$ cat src/rtl/reg_dump.sv
// reg_dump: walks a register address range through one combinational read port
// and streams (address, value) pairs over valid/ready. Define REG_DUMP_STREAM_EN
// to prefetch the next register in HOLD and reach one word per cycle.
module reg_dump #(
  parameter int ADDR_W = 5,
  parameter int DATA_W = 32
) (
  input  logic              clk,
  input  logic              rst,
  input  logic              start,
  input  logic [ADDR_W-1:0] first,
  input  logic [ADDR_W-1:0] last,
  output logic [ADDR_W-1:0] ra,
  input  logic [DATA_W-1:0] rd,
  output logic              out_valid,
  input  logic              out_ready,
  output logic [ADDR_W-1:0] out_addr,
  output logic [DATA_W-1:0] out_data,
  output logic              busy,
  output logic              done
);

  typedef enum logic [1:0] {IDLE, SCAN, HOLD, FIN} state_t;

  state_t            state_q;
  logic [ADDR_W-1:0] cur_q;
  logic [ADDR_W-1:0] last_q;
  logic              out_valid_q;
  logic [ADDR_W-1:0] out_addr_q;
  logic [DATA_W-1:0] out_data_q;
  logic              busy_q;
  logic              done_q;

  logic [ADDR_W-1:0] cur_inc;
  logic              handshake;
  logic              at_last;

  assign cur_inc   = ADDR_W'(cur_q + 1'b1);
  assign handshake = out_valid_q && out_ready;
  assign at_last   = (cur_q == last_q);

  always_comb begin
    ra = '0;
    case (state_q)
      SCAN: ra = cur_q;
`ifdef REG_DUMP_STREAM_EN
      // Prefetch the next register so a handshake can capture it on the same edge.
      HOLD: ra = at_last ? cur_q : cur_inc;
`else
      HOLD: ra = cur_q;
`endif
      default: ra = '0;
    endcase
  end

  always_ff @(posedge clk or posedge rst) begin
    if (rst) begin
      state_q     <= IDLE;
      cur_q       <= '0;
      last_q      <= '0;
      out_valid_q <= 1'b0;
      out_addr_q  <= '0;
      out_data_q  <= '0;
      busy_q      <= 1'b0;
      done_q      <= 1'b0;
    end else begin
      done_q <= 1'b0;
      case (state_q)
        IDLE: begin
          if (start) begin
            cur_q  <= first;
            last_q <= last;
            if (first <= last) begin
              busy_q  <= 1'b1;
              state_q <= SCAN;
            end else begin
              // Empty range: complete immediately without emitting a word.
              done_q  <= 1'b1;
              state_q <= FIN;
            end
          end
        end
        SCAN: begin
          out_data_q  <= rd;
          out_addr_q  <= cur_q;
          out_valid_q <= 1'b1;
          state_q     <= HOLD;
        end
        HOLD: begin
          if (handshake) begin
            if (at_last) begin
              out_valid_q <= 1'b0;
              busy_q      <= 1'b0;
              done_q      <= 1'b1;
              state_q     <= FIN;
            end else begin
              cur_q <= cur_inc;
`ifdef REG_DUMP_STREAM_EN
              out_data_q <= rd;
              out_addr_q <= cur_inc;
`else
              out_valid_q <= 1'b0;
              state_q     <= SCAN;
`endif
            end
          end
        end
        FIN: state_q <= IDLE;
        default: state_q <= IDLE;
      endcase
    end
  end

  assign out_valid = out_valid_q;
  assign out_addr  = out_addr_q;
  assign out_data  = out_data_q;
  assign busy      = busy_q;
  assign done      = done_q;

endmodule

$ cat config.mk
export PLATFORM = sky130hd
export DESIGN_NAME = reg_dump
export DESIGN_NICKNAME = d
export VERILOG_FILES = /design/src/rtl/reg_dump.sv
export SDC_FILE = /design/constraint.sdc
export NUM_CORES = 1
export LEC_CHECK = 0
export ABC_AREA = 0
export BUFFER_PORTS_ARGS = -buffer_cell sky130_fd_sc_hd__buf_2
export CORE_ASPECT_RATIO = 1.25
export CORE_MARGIN = 2
export CORE_UTILIZATION = 50
export DETAILED_ROUTE_END_ITERATION = 12
export PLACE_DENSITY_LB_ADDON = 0.05
export SLEW_MARGIN = 20
export SYNTH_ARGS = -nofsm -noshare
export SYNTH_HDL_FRONTEND = slang
export SYNTH_SLANG_ARGS = --single-unit
$ cat constraint.sdc
create_clock -name clk -period 2.4 [get_ports clk]
set_input_delay 0.36 -clock clk [delete_from_list [all_inputs] [get_ports clk]]
set_output_delay 0.36 -clock clk [all_outputs]
set_load 0.1 [all_outputs]
==> metrics <==
status=complete, no violations; GRT overflow=0; layout cell share with drive strength beyond 1=52.30%; CTS clock-pin slew for the worst setup and hold paths=90 ps; CP Class=flip-flop to output pin; IO buf count=90; CTS H-tree depth=2; Reg2Reg Launch Point=state_q[0]; Seq/Total Area, Yosys=54.17%; FF+latch area=0.001301 sq mm; r2r endpoint=cur_q[0]; Vias/cell=5.181; clk_lat worst skew=310 ps; Min-Delay Path Class=input port to asynchronous set/reset pin; ANT nets after route=0; Final Routed Wirelength=4995 um; CP startpoint kind=flip-flop; syn_area_per_cell=12.71 sq um; initial antenna violation count=0; 1st-iter DRT viols=41; routed via count=1777; Core ar.=0.004695 sq mm; Worst Skew=16.52 ps; area occupied by multi-input gates=0.001032 sq mm; die area=0.005378 sq mm; Yosys cell types=34; total track usage=19.84%; Post-CTS Resized=0; minimum clock period=2046 ps; Final Cell Area=0.003020 sq mm; synthesized net count=245; Root Driver=clkbuf_8; vias in the first global route=1721; Sink Count=52; CTS max path bufs=2; GPL Wtd Cong=0.8051; Gate Count Post-Synth=189; # diodes=0; Worst Reg2Reg Path Length in Cells=6; Rows=28; number of synthesized register bits=52; fin nets=339; Layout fillers=419; Post-DP HPWL=3838 um; Mapped Area=0.002402 sq mm; final period utilization=85.24%; top cells by area, synth=dfrtp_1 54%, mux2_2 18%, ha_1 5.2%; CP Capture Type=output pin; Data arrival, critical path=1690 ps; detail-routed net length per standard cell=14.56 um; TritonRoute pass-1 iters=4; initial cell density of the core=51.17%; Die Wd=66.00 um; Synth top area share=54.17%; DRC viols=0; Setup violations, final=0; Post-CTS Hold Buffers=0; DP Area=0.002943 sq mm; CTS buffer count=5; die height=81.50 um; I/O pin count=91; largest net degree at the start of global routing=31; Slew HR=66.18%; CTS tree=built; synthesis-to-layout area growth=25.73%; Max-Cap Viols=0; worst-path cell chain=inv_1 > ha_1 > and2_1 > buf_2; maximum fanout along the worst path=5; post-route setup TNS=0 ps; reg2reg setup slack=650 ps; actual slew at the worst max-slew pin=510.8 ps; Post-CTS Setup Bufs=0; maximum clock frequency=488.8 MHz; Fin. Hold Viols=0; Crit path required time=2040 ps; YS warnings=0; final slew viol count=0; global-route wire length before repair=8066 um; slowest stage delay, CP=430 ps; slowest CP cell=buf_2; post-synth top area cell=dfrtp_1; RSZ-0062 raised after global routing=false
-- cells by family (layout without fill, tap and decap cells) --
family	Yosys count	after routing	synth area share (%)
buf+inv	18	112	2.968
simple gates	36	36	8.021
xor+xnor	5	5	1.823
flops	52	52	54.17
fa+ha+maj	10	10	5.208
mux	40	40	18.65
compound gates	28	28	9.167
-- through the flow --
| stage | std cells | util (%) | hold WS (ps) | setup WS [ps] |
|---|---|---|---|---|
| 6_report | 343 | 64.34 | 71.49 | 354.3 |
| 4_1_cts | 343 | 64.34 | 82.75 | 339.1 |
| 3_3_place_gp | 336 | 62.69 | 417.8 | 631.8 |
| 3_5_place_dp | 336 | 62.69 | 413.2 | 612.8 |
| 5_1_grt | 343 | 64.34 | 111.1 | 251.0 |
| 2_1_floorplan | 189 | - | 470.2 | 433.9 |
-- final cells by class --
class | count | area share [%]
sequential | 52 | 43.08
multi-input combinational | 119 | 34.18
tap | 60 | 2.485
timing repair buffer | 94 | 16.32
clock inverter | 1 | 0.1657
clock buffer | 6 | 2.403
inverter | 11 | 1.367
-- synth_stat cells --
cell type   n
nor2_2      1
mux2_2     38
a21oi_4     1
and2_1      4
and3_1      2
nand2b_1    1
and2b_4     1
nand3_1     5
o21a_1      1
o32a_1      1
o22ai_1     4
nor2b_1     2
inv_1      11
nand3_2     2
o211ai_1    1
mux2i_1     2
ha_1       10
a21oi_1     3
o31ai_1     3
o32ai_1     1
buf_2       3
o21ai_1     2
a221oi_2    1
a211o_1     1
nor2_1      3
dfrtp_1    52
a2bb2oi_1   2
and2_2      1
xnor2_1     5
o21ai_0     6
nor3_1      3
nand2_1    11
clkbuf_1    4
o221ai_4    1
-- sequential cells by signal, summed over array words and instances (netlist names) --
signal	count
busy	1
out_valid	1
out_addr	5
last_q	5
done	1
cur_q	5
out_data	32
state_q	2
-- per-layer routing --
| layer | GRT usage (%) | part of all wire, % | vias up |
|---|---|---|---|
| li1 | - | - | 850 |
| met1 | 25.16 | 42 | 867 |
| met4 | 6.939 | 1.2 | 0 |
| met3 | 5.479 | 5.2 | 7 |
| met5 | 0 | 0 | - |
| met2 | 32.83 | 52 | 53 |
-- worst max-delay path: cells and delay by family, from the launching register on --
| kind | cells | cell delay, ps |
|---|---|---|
| buffers and inverters | 2 | 510 |
| flip-flops | 1 | 380 |
| adder cells (fa/ha/maj) | 1 | 340 |
| AND/OR/NAND/NOR | 1 | 160 |
-- placed cells by master (no fill, tap or decap), types with 3 or more instances in the layout --
cell type	synthesis	final
a21oi_1	3	3
and2_1	4	4
buf_2	3	90
buf_4	0	3
clkbuf_8	0	5
dfrtp_1	52	52
ha_1	10	9
inv_1	11	10
mux2_2	38	38
nand2_1	11	11
nand3_1	5	5
nor2_1	3	3
nor3_1	3	3
o21ai_0	6	6
o22ai_1	4	4
o31ai_1	3	3
xnor2_1	5	5
-- how the worst max path moves through the flow --
stage                to  startpoint  cells past startpoint  slack, ps
5_1_grt           ra[2]  state_q[0]                      4        250
2_1_floorplan  cur_q[0]   out_valid                      4        430
3_5_place_dp       busy    first[3]                      7        610
4_1_cts           ra[2]  state_q[1]                      4        340
6_report          ra[1]  state_q[0]                      4        350
3_3_place_gp       busy    first[3]                      7        630
Power is left out: the tool's default activity adds up to more than one toggle a clock period on the data nets, which glitch-free logic cannot reach.
